File: src/rtl/issue_execute_wakeup_pkg.sv
// issue_execute_wakeup_pkg: optype codes, sizing constants and lane-2 FSM states shared by the execute slice.
package issue_execute_wakeup_pkg;
   localparam int PREGS = 64;
   localparam int XLEN = 32;
   localparam int TAGW = $clog2(PREGS);
   localparam logic [3:0] OP_ADD = 4'd1, OP_ADDI = 4'd2, OP_LUI = 4'd3, OP_ORI = 4'd4, OP_XOR = 4'd5,
                          OP_SRAI = 4'd6, OP_LB = 4'd7, OP_LW = 4'd8, OP_SB = 4'd9, OP_SW = 4'd10;
   typedef enum logic [1:0] {S_IDLE, S_REQ, S_WAIT, S_DONE} lsu_state_e;
   function automatic logic is_alu(input logic [3:0] op);
      return op >= OP_ADD && op <= OP_SRAI;
   endfunction
   function automatic logic is_mem(input logic [3:0] op);
      return op >= OP_LB && op <= OP_SW;
   endfunction
endpackage

File: src/rtl/issue_execute_wakeup_if.sv
// issue_execute_wakeup_if: three issue lanes, result broadcasts, wakeup scoreboard and data-memory port.
interface issue_execute_wakeup_if #(
   parameter int PREGS = issue_execute_wakeup_pkg::PREGS,
   parameter int XLEN = issue_execute_wakeup_pkg::XLEN
);
   localparam int TW = $clog2(PREGS);
   logic [2:0] issue_valid;
   logic [2:0][3:0] issue_optype;
   logic [2:0][31:0] issue_pc;
   logic [2:0][XLEN-1:0] issue_src1, issue_src2, issue_imm;
   logic [2:0][TW-1:0] issue_dest, issue_rob;
   logic [2:0] fu_ready, bcast_valid;
   logic [2:0][TW-1:0] bcast_preg, bcast_rob;
   logic [2:0][XLEN-1:0] bcast_data;
   logic store_done_valid;
   logic [TW-1:0] store_done_rob;
   logic alloc_valid;
   logic [TW-1:0] alloc_preg;
   logic [PREGS-1:0] preg_ready;
   logic mem_req_valid, mem_req_ready, mem_req_we;
   logic [XLEN-1:0] mem_req_addr, mem_req_wdata;
   logic [3:0] mem_req_be;
   logic mem_resp_valid;
   logic [XLEN-1:0] mem_resp_data;
   modport master (
      output issue_valid, issue_optype, issue_pc, issue_src1, issue_src2, issue_imm, issue_dest, issue_rob,
      output alloc_valid, alloc_preg, mem_req_ready, mem_resp_valid, mem_resp_data,
      input fu_ready, bcast_valid, bcast_preg, bcast_rob, bcast_data, store_done_valid, store_done_rob,
      input preg_ready, mem_req_valid, mem_req_we, mem_req_addr, mem_req_wdata, mem_req_be
   );
   modport slave (
      input issue_valid, issue_optype, issue_pc, issue_src1, issue_src2, issue_imm, issue_dest, issue_rob,
      input alloc_valid, alloc_preg, mem_req_ready, mem_resp_valid, mem_resp_data,
      output fu_ready, bcast_valid, bcast_preg, bcast_rob, bcast_data, store_done_valid, store_done_rob,
      output preg_ready, mem_req_valid, mem_req_we, mem_req_addr, mem_req_wdata, mem_req_be
   );
endinterface

File: src/rtl/issue_execute_wakeup_simple_alu.sv
// simple_alu: combinational single-cycle ALU used by issue lanes 0 and 1.
module simple_alu import issue_execute_wakeup_pkg::*; #(
   parameter int XLEN = issue_execute_wakeup_pkg::XLEN
) (
   input  logic [3:0]      op,
   input  logic [XLEN-1:0] src1,
   input  logic [XLEN-1:0] src2,
   input  logic [XLEN-1:0] imm,
   output logic [XLEN-1:0] result
);
   logic signed [XLEN-1:0] sra;
   // kept apart so the surrounding unsigned ternary cannot strip the sign
   assign sra = $signed(src1) >>> imm[4:0];
   always_comb
      result = op == OP_ADD  ? src1 + src2 :
               op == OP_ADDI ? src1 + imm :
               op == OP_XOR  ? src1 ^ src2 :
               op == OP_ORI  ? src1 | imm :
               op == OP_SRAI ? sra :
               op == OP_LUI  ? imm : '0;
endmodule

File: src/rtl/issue_execute_wakeup.sv
// issue_execute_wakeup: ALU lanes 0/1, load/store lane 2 and the physical-register wakeup scoreboard.
// Optional WAKEUP_BYPASS_EN ORs same-cycle broadcast tags into preg_ready.
module issue_execute_wakeup import issue_execute_wakeup_pkg::*; #(
   parameter int PREGS = issue_execute_wakeup_pkg::PREGS,
   parameter int XLEN = issue_execute_wakeup_pkg::XLEN
) (
   input logic clk,
   input logic rst,
   issue_execute_wakeup_if.slave io
);
   localparam int TW = $clog2(PREGS);
   logic unused;
   logic [1:0] alu_acc, alu_vld;
   logic [1:0][XLEN-1:0] alu_res, alu_data;
   logic [1:0][TW-1:0] alu_preg, alu_rob;
   lsu_state_e state, state_nx;
   logic acc2, hs, fu_rdy2, req_vld, ld_vld, req_we, ld_lb, st_vld;
   logic [XLEN-1:0] ea, req_addr, req_wdata, ld_data;
   logic [3:0] req_be;
   logic [7:0] rbyte;
   logic [TW-1:0] l2_preg, l2_rob, st_rob;
   logic [2:0] b_vld;
   logic [2:0][TW-1:0] b_preg;
   logic [PREGS-1:0] sb, set_m, clr_m;
   assign unused = ^io.issue_pc;
   for (genvar i = 0; i < 2; i++) begin : g_alu
      simple_alu #(.XLEN(XLEN)) u_alu (.op(io.issue_optype[i]), .src1(io.issue_src1[i]), .src2(io.issue_src2[i]),
                                       .imm(io.issue_imm[i]), .result(alu_res[i]));
      assign alu_acc[i] = io.issue_valid[i] & is_alu(io.issue_optype[i]);
   end
   always_ff @(posedge clk or posedge rst)
      if (rst) begin
         alu_vld <= '0;
         alu_preg <= '0;
         alu_rob <= '0;
         alu_data <= '0;
      end else begin
         alu_vld <= alu_acc;
         alu_preg <= io.issue_dest[1:0];
         alu_rob <= io.issue_rob[1:0];
         alu_data <= alu_res;
      end
   assign acc2 = io.issue_valid[2] & fu_rdy2 & is_mem(io.issue_optype[2]);
   assign hs = req_vld & io.mem_req_ready;
   assign ea = io.issue_src1[2] + io.issue_imm[2];
   assign rbyte = io.mem_resp_data[8*req_addr[1:0] +: 8];
   always_ff @(posedge clk or posedge rst)
      if (rst) state <= S_IDLE;
      else state <= state_nx;
   always_comb
      state_nx = state == S_IDLE ? (acc2 ? S_REQ : S_IDLE) :
                 state == S_REQ  ? (!hs ? S_REQ : req_we ? S_IDLE : S_WAIT) :
                 state == S_WAIT ? (io.mem_resp_valid ? S_DONE : S_WAIT) : S_IDLE;
   always_comb begin
      fu_rdy2 = state == S_IDLE;
      req_vld = state == S_REQ;
      ld_vld = state == S_DONE;
   end
   always_ff @(posedge clk or posedge rst)
      if (rst) begin
         req_we <= 1'b0;
         req_addr <= '0;
         req_wdata <= '0;
         req_be <= '0;
         ld_lb <= 1'b0;
         l2_preg <= '0;
         l2_rob <= '0;
         ld_data <= '0;
         st_vld <= 1'b0;
         st_rob <= '0;
      end else begin
         if (acc2) begin
            req_we <= io.issue_optype[2] == OP_SB || io.issue_optype[2] == OP_SW;
            req_addr <= ea;
            req_wdata <= io.issue_optype[2] == OP_SB ? {(XLEN/8){io.issue_src2[2][7:0]}} : io.issue_src2[2];
            req_be <= io.issue_optype[2] inside {OP_LB, OP_SB} ? 4'b0001 << ea[1:0] : 4'hF;
            ld_lb <= io.issue_optype[2] == OP_LB;
            l2_preg <= io.issue_dest[2];
            l2_rob <= io.issue_rob[2];
         end
         if (state == S_WAIT && io.mem_resp_valid)
            ld_data <= ld_lb ? {{(XLEN-8){rbyte[7]}}, rbyte} : io.mem_resp_data;
         st_vld <= hs & req_we;
         if (hs) st_rob <= l2_rob;
      end
   assign b_vld = {ld_vld, alu_vld};
   assign b_preg = {l2_preg, alu_preg};
   assign io.fu_ready = {fu_rdy2, 2'b11};
   assign io.bcast_valid = b_vld;
   assign io.bcast_preg = b_preg;
   assign io.bcast_rob = {l2_rob, alu_rob};
   assign io.bcast_data = {ld_data, alu_data};
   assign io.store_done_valid = st_vld;
   assign io.store_done_rob = st_rob;
   assign io.mem_req_valid = req_vld;
   assign io.mem_req_we = req_we;
   assign io.mem_req_addr = req_addr;
   assign io.mem_req_wdata = req_wdata;
   assign io.mem_req_be = req_be;
   always_comb begin
      set_m = '0;
      for (int k = 0; k < 3; k++)
         set_m = set_m | (b_vld[k] ? PREGS'(1) << b_preg[k] : '0);
      clr_m = io.alloc_valid ? PREGS'(1) << io.alloc_preg : '0;
   end
   // clear beats set on the same register; register 0 is pinned ready
   always_ff @(posedge clk or posedge rst)
      if (rst) sb <= '1;
      else sb <= ((sb | set_m) & ~clr_m) | PREGS'(1);
`ifdef WAKEUP_BYPASS_EN
   assign io.preg_ready = sb | (set_m & ~clr_m);
`else
   assign io.preg_ready = sb;
`endif
endmodule

File: src/flat_wrapper.sv
// flat-port wrapper written by rule: the top's interface ports become plain ports
module issue_execute_wakeup_flat import issue_execute_wakeup_pkg::*;
#(
   parameter int PREGS = issue_execute_wakeup_pkg::PREGS,
   parameter int XLEN = issue_execute_wakeup_pkg::XLEN
)
  (clk, rst, io_issue_valid, io_issue_optype, io_issue_pc, io_issue_src1, io_issue_src2, io_issue_imm, io_issue_dest, io_issue_rob, io_alloc_valid, io_alloc_preg, io_mem_req_ready, io_mem_resp_valid, io_mem_resp_data, io_fu_ready, io_bcast_valid, io_bcast_preg, io_bcast_rob, io_bcast_data, io_store_done_valid, io_store_done_rob, io_preg_ready, io_mem_req_valid, io_mem_req_we, io_mem_req_addr, io_mem_req_wdata, io_mem_req_be);
  issue_execute_wakeup_if #(.PREGS(PREGS), .XLEN(XLEN)) io_i ();
  input logic clk;
  input logic rst;
  input wire logic [$bits(io_i.issue_valid)-1:0] io_issue_valid;
  input wire logic [$bits(io_i.issue_optype)-1:0] io_issue_optype;
  input wire logic [$bits(io_i.issue_pc)-1:0] io_issue_pc;
  input wire logic [$bits(io_i.issue_src1)-1:0] io_issue_src1;
  input wire logic [$bits(io_i.issue_src2)-1:0] io_issue_src2;
  input wire logic [$bits(io_i.issue_imm)-1:0] io_issue_imm;
  input wire logic [$bits(io_i.issue_dest)-1:0] io_issue_dest;
  input wire logic [$bits(io_i.issue_rob)-1:0] io_issue_rob;
  input wire logic [$bits(io_i.alloc_valid)-1:0] io_alloc_valid;
  input wire logic [$bits(io_i.alloc_preg)-1:0] io_alloc_preg;
  input wire logic [$bits(io_i.mem_req_ready)-1:0] io_mem_req_ready;
  input wire logic [$bits(io_i.mem_resp_valid)-1:0] io_mem_resp_valid;
  input wire logic [$bits(io_i.mem_resp_data)-1:0] io_mem_resp_data;
  output wire logic [$bits(io_i.fu_ready)-1:0] io_fu_ready;
  output wire logic [$bits(io_i.bcast_valid)-1:0] io_bcast_valid;
  output wire logic [$bits(io_i.bcast_preg)-1:0] io_bcast_preg;
  output wire logic [$bits(io_i.bcast_rob)-1:0] io_bcast_rob;
  output wire logic [$bits(io_i.bcast_data)-1:0] io_bcast_data;
  output wire logic [$bits(io_i.store_done_valid)-1:0] io_store_done_valid;
  output wire logic [$bits(io_i.store_done_rob)-1:0] io_store_done_rob;
  output wire logic [$bits(io_i.preg_ready)-1:0] io_preg_ready;
  output wire logic [$bits(io_i.mem_req_valid)-1:0] io_mem_req_valid;
  output wire logic [$bits(io_i.mem_req_we)-1:0] io_mem_req_we;
  output wire logic [$bits(io_i.mem_req_addr)-1:0] io_mem_req_addr;
  output wire logic [$bits(io_i.mem_req_wdata)-1:0] io_mem_req_wdata;
  output wire logic [$bits(io_i.mem_req_be)-1:0] io_mem_req_be;
  assign io_i.issue_valid = io_issue_valid;
  assign io_i.issue_optype = io_issue_optype;
  assign io_i.issue_pc = io_issue_pc;
  assign io_i.issue_src1 = io_issue_src1;
  assign io_i.issue_src2 = io_issue_src2;
  assign io_i.issue_imm = io_issue_imm;
  assign io_i.issue_dest = io_issue_dest;
  assign io_i.issue_rob = io_issue_rob;
  assign io_i.alloc_valid = io_alloc_valid;
  assign io_i.alloc_preg = io_alloc_preg;
  assign io_i.mem_req_ready = io_mem_req_ready;
  assign io_i.mem_resp_valid = io_mem_resp_valid;
  assign io_i.mem_resp_data = io_mem_resp_data;
  assign io_fu_ready = io_i.fu_ready;
  assign io_bcast_valid = io_i.bcast_valid;
  assign io_bcast_preg = io_i.bcast_preg;
  assign io_bcast_rob = io_i.bcast_rob;
  assign io_bcast_data = io_i.bcast_data;
  assign io_store_done_valid = io_i.store_done_valid;
  assign io_store_done_rob = io_i.store_done_rob;
  assign io_preg_ready = io_i.preg_ready;
  assign io_mem_req_valid = io_i.mem_req_valid;
  assign io_mem_req_we = io_i.mem_req_we;
  assign io_mem_req_addr = io_i.mem_req_addr;
  assign io_mem_req_wdata = io_i.mem_req_wdata;
  assign io_mem_req_be = io_i.mem_req_be;
  issue_execute_wakeup #(.PREGS(PREGS), .XLEN(XLEN)) u_core (.clk(clk), .rst(rst), .io(io_i));
endmodule
File: config.mk
export PLATFORM = sky130hd
export DESIGN_NAME = issue_execute_wakeup_flat
export DESIGN_NICKNAME = d
export VERILOG_FILES = /design/src/rtl/issue_execute_wakeup_pkg.sv /design/src/rtl/issue_execute_wakeup_if.sv /design/src/rtl/issue_execute_wakeup_simple_alu.sv /design/src/rtl/issue_execute_wakeup.sv /design/src/flat_wrapper.sv
export SDC_FILE = /design/constraint.sdc
export NUM_CORES = 1
export LEC_CHECK = 0
export ABC_AREA = 1
export CAP_MARGIN = 30
export CORE_AREA = 4 4 294 296
export DETAILED_ROUTE_END_ITERATION = 8
export DIE_AREA = 0 0 298 300
export GPL_TIMING_DRIVEN = 0
export HOLD_SLACK_MARGIN = 0.05
export SYNTH_ARGS = -nofsm -noshare
export SYNTH_HDL_FRONTEND = slang
export SYNTH_HIERARCHICAL = 1
export SYNTH_SLANG_ARGS = --single-unit
File: constraint.sdc
create_clock -name clk -period 13.5 [get_ports clk]
set_clock_uncertainty 0.15 [all_clocks]
set_input_delay 2.7 -clock clk [delete_from_list [all_inputs] [get_ports clk]]
set_output_delay 2.7 -clock clk [all_outputs]
set_load 0.005 [all_outputs]
==> impl_metrics.csv, run 1 <==
group,metric,value,unit
outcome,status,"finished, final reports clean",
timing,max_slew_margin,39.45,%
synthesis,synth-main-ff-cell,"dfrtp_1",
global_routing,grt_pass1_vias,34510,
worst_setup_path,crit_buf_inv,4,
worst_setup_path,max_stage_delay,0.53,ns
cts,ctsResizeCount,0,
synthesis,netlist.area_leader.share,19.00,%
worst_setup_path,cp_common_cell,"nand2_1",
placement,pre_cts_slack,7.281,ns
worst_setup_path,required,13.69,ns
timing,max_freq,170.7,MHz
synthesis,synth.area.top_cells,"nand2_1, dfrtp_1, nand3_1",
synthesis,synthCells,4836,
cts,cts_sinks,276,
timing,finalWorstSetupSlack,7.640,ns
cts,clk_latency,0.57,ns
route,routedWlPerCell,24.74,microns
die,io_pins,757,
global_routing,antenna_found_initial,16,
synthesis,synth_seq_area_share,23.52,%
finish,layout-drive-gt1-share,6.398,%
cts,root_buffer,"clkbuf_16",
min_path,hold_path.class,"reg2reg",
route,dr.pass1.iters,6,
worst_setup_path,end_kind,"flop",
die,rows,106,
timing,drv_slew,0,
pwr,power.leakage,18.69,nW
route,vias,37160,
route,drc,0,
worst_setup_path,crit_path_top_delay_cell,"buf_1",
synthesis,synth_area_leader_cell,"nand2_1",
cts,cts_tree,"done",
placement,port_buffers,655,
finish,final_common_cell,"nand2_1",
worst_setup_path,worstPathArrival,6.05,ns
worst_setup_path,crit_chain,"clkdlybuf4s50_1 > buf_2 > inv_1 > buf_1 > ha_1 > a21oi_1 > nand2_1 > nand2_1 > nand2_1 > nand2_1 > nand2_1 > o21ai_0 > nand4_1",
finish,ff_latch_area,6985,sq um
global_routing,gr-usage-all-layers,35.11,%
cts,postCtsSetupRepairBufs,0,
die,die-area,89400,sq um
die,fp.dieW,298,microns
global_routing,grt_max_degree,119,
synthesis,synth-edff-count,0,
global_routing,gr-total-overflow,0,
cts,clock_path_buffers,3,
timing,period_share,43.41,%
worst_setup_path,cp_top_family,"buffers and inverters",
cts,holdBufCountCts,0,
finish,finish.instance_area,38990,sq um
finish,layout_common_cells,"nand2_1, clkdlybuf4s50_1, nand3_1",
cts,clkTransAtPathRegs,0.05,ns
global_routing,grt_pass1_wl,235800,microns
die,die_h,300,microns
finish,area_growth_syn_to_layout,31.28,%
finish,multi_input_area,19580,sq um
synthesis,synth_async_sr_flop_share,100.0,%
synthesis,syn-cell-area,29700,sq um
cts,cts-buffers-inserted,37,
placement,placed_cell_area,37690,sq um
route,drt_iter0_drc,4274,
worst_setup_path,startpoint_type,"input pin",
timing,rsz0062_at_grt,"false",
cts,htree_levels,2,
job,max_cap_viol_count,0,
pwr,peakVddDrop,0.08967,mV
synthesis,ys_seq_elements,276,
synthesis,ys_warn_count,6,
die,start_util,35.55,%
synthesis,synth.distinct_cells,66,
worst_setup_path,path_class,"in2reg",
die,core-area,83560,sq um
route,viasPerCell,5.584,
finish,fin_nets,6238,
timing,min_period,5.860,ns
placement,gp_congestion,1.016,
finish,num-fill-cells,8915,
timing,hold_viol,0,
route,drt_wl_total,164600,microns
timing,worst-slew-pin-transition,0.9082,ns
pwr,power_density,114.0,nW/um^2
worst_setup_path,cp_max_fo,10,
placement,hpwlAfterDp,138000,microns
timing,setup_viol,0,
route,ant_nets,0,
synthesis,avgSynthCellArea,6.141,sq um
cell type report:
class	count	share of cell area (%)
timing repair buffer	659	16.98
clock buffer	50	2.705
sequential	276	17.92
clock inverter	17	0.5616
buffer	174	2.458
inverter	581	5.616
tap	1080	3.466
antenna	11	0.07060
multi-input combinational	3807	50.22
cells by family (layout without fill, tap and decap cells):
group / after synthesis / after routing / share of synthesized area [%]
and+or+nand+nor: 2817 / 2817 / 41.09
buffers and inverters: 755 / 1481 / 10.57
AOI/OAI and AO/OA: 714 / 714 / 13.80
DFF: 276 / 276 / 23.52
adders and majority gates: 224 / 224 / 9.563
xor gates and xnor gates: 49 / 49 / 1.445
other: 1 / 14 / 0.01263
Yosys cell counts, drive strengths merged, types with 2 or more instances:
cell type,instances
clkinv,4
nor3,72
ha,219
nand4,89
o311ai,2
nand3b,24
o21a,4
and3,2
dfrtp,213
o22a,2
a21boi,4
nand3,656
a41oi,3
a22oi,9
a21oi,281
a2bb2oi,27
inv,577
nand2,1532
o211ai,27
a32oi,14
a211oi,5
xnor2,14
fa,5
o21ai,246
nor4,8
xor2,35
or2,28
o22ai,23
nor2,397
clkbuf,38
dfstp,63
and2,8
a31oi,44
buf,136
o21bai,14
a21o,5
routing by layer:
metal | global-route usage (%) | vias to the layer above | routed length, microns
met5 | 0 | - | 45
met4 | 16.71 | 6 | 9132
met3 | 5.769 | 346 | 13410
met2 | 56.82 | 1920 | 73920
met1 | 45.80 | 17540 | 68130
li1 | - | 17340 | -
path summary, 6_finish.rpt:
check,from,to,slack (ns),depth (start not counted)
hold reg to reg,u_core/io.mem_req_addr[24],u_core/io.mem_req_addr[24],0.33,2
hold / removal,u_core/io.mem_req_addr[24],u_core/io.mem_req_addr[24],0.33,2
setup / recovery,io_issue_imm[3],u_core/io.bcast_data[10],7.64,13
min in group asynchronous,rst,u_core/io.bcast_preg[7],2.40,2
max in group asynchronous,rst,u_core/io.mem_req_wdata[6],9.77,3
setup reg to reg,u_core/io.bcast_preg[5],u_core/io.preg_ready[55],11.40,5
state kept, by name (all words and copies together), names as in the netlist:
signal	cells
u_core/io.mem_req_be	4
u_core/io.mem_req_we	1
u_core/io.bcast_preg	12
u_core/io.mem_req_addr	32
u_core/io.mem_req_wdata	32
u_core/io.bcast_data	64
u_core/io.preg_ready	63
u_core/io.bcast_rob	12
u_core/alu_vld	2
u_core/io.store_done_rob	6
u_core/l2_preg	6
u_core/ld_lb	1
u_core/io.store_done_valid	1
u_core/ld_data	32
u_core/l2_rob	6
u_core/state	2
report_power, final:
part | switching (mW) | internal (mW)
Sequential | 0.184 | 1.12
Clock | 0.428 | 0.629
Combinational | 1.15 | 0.933
Total | 1.77 | 2.68
through the flow:
stage | TNS, ns | hold WS, ns | power (mW) | std cells | util (%)
after global routing | 0 | 0.3460 | 4.676 | 6652 | 46.65
final | 0 | 0.3320 | 4.443 | 6655 | 46.66
after detailed placement | 0 | 0.3191 | 3.363 | 6577 | 45.10
after CTS | 0 | 0.3356 | 4.442 | 6644 | 46.63
after floorplan | 0 | 0.3224 | 2.185 | 4838 | -
after global placement | -249.25 | 0.3128 | 3.354 | 6573 | 45.02
worst reg2reg max path, stage by stage, from the launching register on:
cell and delay (ns):
dfrtp_1 0.43, nand2_1 0.13, inv_1 0.27, clkbuf_1 0.60, nand2_1 0.17, a41oi_1 0.26
(Power assumes the default switching activity.)
==> run 2: changes to the inputs <==
Clock period 13.5 ns to 5.61 ns, I/O delays scaled along.
==> run 2 against run 1 <==
- total power rose by 140%
- via count rose by 0.28%
- hold slack got worse by 0.0044 ns
- non-clock buffer count rose by 5
- register-to-register slack got worse by 8.0 ns
- die area did not move
==> impl_metrics.csv, run 2 (synthesis gave the netlist of run 1 again) <==
group,metric,value,unit
route,dr.pass1.iters,6,
global_routing,grt_pass1_wl,240400,microns
placement,port_buffers,655,
worst_setup_path,required,5.79,ns
pwr,swShare,40.22,%
die,rows,106,
global_routing,grt_max_degree,43,
cts,htree_levels,2,
finish,final_common_cell,"nand2_1",
timing,min_period,4.296,ns
timing,setup_viol,0,
route,vias,37270,
cts,cts_tree,"done",
job,max_cap_viol_count,0,
cts,cts_sinks,276,
pwr,switchingPower,4.265,mW
cts,root_buffer,"clkbuf_16",
cts,cts-buffers-inserted,37,
die,die-area,89400,sq um
global_routing,antenna_found_initial,13,
finish,area_growth_syn_to_layout,31.39,%
placement,gp_congestion,0.9950,
timing,worst-slew-pin-transition,0.8996,ns
timing,max_freq,232.8,MHz
global_routing,grt_pass1_vias,34830,
finish,fin_nets,6243,
worst_setup_path,cp_max_fo,10,
pwr,power_frac_comb,47.8,%
pwr,internal-power,6.340,mW
route,drt_iter0_drc,3788,
pwr,pwr-share-seq,29.5,%
pwr,power_density,271.8,nW/um^2
global_routing,gr-usage-all-layers,35.91,%
die,die_h,300,microns
min_path,hold_path.class,"reg2reg",
timing,max_slew_margin,40.03,%
die,start_util,35.55,%
global_routing,gr-total-overflow,0,
cts,holdBufCountCts,0,
finish,layout_common_cells,"nand2_1, clkdlybuf4s50_1, nand3_1",
placement,hpwlAfterDp,143100,microns
pwr,clkPwrFrac,22.7,%
timing,tns,0,ns
finish,layout-drive-gt1-share,6.391,%
cts,clock_path_buffers,3,
worst_setup_path,end_kind,"flop",
worst_setup_path,reg2reg_slack,3.44,ns
cts,ctsResizeCount,0,
die,io_pins,757,
timing,rsz0062_at_grt,"false",
route,ant_nets,0,
finish,ff_latch_area,6985,sq um
route,drt_wl_total,169100,microns
die,fp.dieW,298,microns
outcome,status,"finished, final reports clean",
route,drc,0,
timing,holdWs,0.3277,ns
pwr,peakVddDrop,0.1836,mV
worst_setup_path,startpoint_type,"input pin",
finish,largest_reg_flops,64,
worst_setup_path,path_class,"in2reg",
finish,multi_input_area,19580,sq um
timing,drv_slew,0,
worst_setup_path,worstPathArrival,4.48,ns
timing,period_share,76.58,%
cts,clk_latency,0.57,ns
cts,clkTransAtPathRegs,0.06,ns
pwr,power.leakage,18.68,nW
cts,postCtsSetupRepairBufs,0,
route,routedWlPerCell,25.39,microns
finish,num-fill-cells,8952,
die,core-area,83560,sq um
route,viasPerCell,5.595,
timing,hold_viol,0,
pwr,totalPowerFinal,10.60,mW
-- run 2: cell types whose count changed in the layout (fill, tap and decap cells not counted) --
cell / previous run / this run
buf_12: 0 / 7
buf_16: 2 / 0
bufinv_16: 4 / 1
clkbuf_1: 43 / 48
clkbuf_16: 37 / 38
clkbuf_8: 8 / 7
clkinv_1: 3 / 4
clkinv_2: 8 / 3
clkinv_4: 2 / 3
clkinv_8: 0 / 1
clkinvlp_4: 0 / 2
inv_8: 1 / 0
-- run 2: worst max-delay path, stage by stage --
cell	delay, ns
clkdlybuf4s50_1	0.49
buf_2	0.23
inv_1	0.19
buf_1	0.52
ha_1	0.43
a21oi_1	0.27
nand2_1	0.15
nand2_1	0.08
nand2_1	0.10
nand2_1	0.08
nand2_1	0.17
o21ai_0	0.28
nand4_1	0.34
-- run 2: layout make-up --
| class | instances | share of cell area [%] |
|---|---|---|
| Sequential cell | 276 | 17.90 |
| Multi-Input combinational cell | 3807 | 50.18 |
| Inverter | 581 | 5.602 |
| Tap cell | 1080 | 3.463 |
| Timing Repair Buffer | 664 | 17.19 |
| Clock inverter | 13 | 0.3591 |
| Antenna cell | 11 | 0.07054 |
| Buffer | 174 | 2.456 |
| Clock buffer | 55 | 2.780 |
-- run 2: final timing paths --
| kind | from | to | cells after the start |
|---|---|---|---|
| worst max register to register | u_core/alu_vld[0] | u_core/io.preg_ready[38] | 6 |
| min in group asynchronous | rst | u_core/io.mem_req_wdata[1] | 2 |
| worst min register to register | u_core/io.mem_req_addr[27] | u_core/io.mem_req_addr[27] | 2 |
| worst min-delay path | u_core/io.mem_req_addr[27] | u_core/io.mem_req_addr[27] | 2 |
| worst max-delay path | io_issue_imm[3] | u_core/io.bcast_data[10] | 13 |
| max in group asynchronous | rst | u_core/io.preg_ready[4] | 6 |
-- run 2: power by group through the flow --
stage	clock network (mW)	registers, mW	logic [mW]
detailed placement	0	3.16	4.99
finish	2.41	3.13	5.07
global route	2.53	3.19	5.40
CTS	2.47	3.13	5.01
global placement	0	3.14	4.97
floorplan	0	3.07	2.19
-- run 2: stage by stage --
step           cell area, sq um  cells  util [%]  worst slack [ns]
2_1_floorplan             29710   4838         -            0.7381
3_3_place_gp              37620   6573     45.02            -1.785
3_5_place_dp              37770   6582     45.20            0.9063
4_1_cts                   38990   6650     46.67             1.508
5_1_grt                   39010   6657     46.69             1.245
6_report                  39020   6661     46.70             1.314
-- run 2: routing by layer --
metal  GRT usage [%]  up-vias  share of wire, %
met5               0        -             0.037
met4           16.41        8               5.2
met3           5.733      323               8.3
met2           59.76     1945                46
met1           45.87    17640                41
li1                -    17350                 -
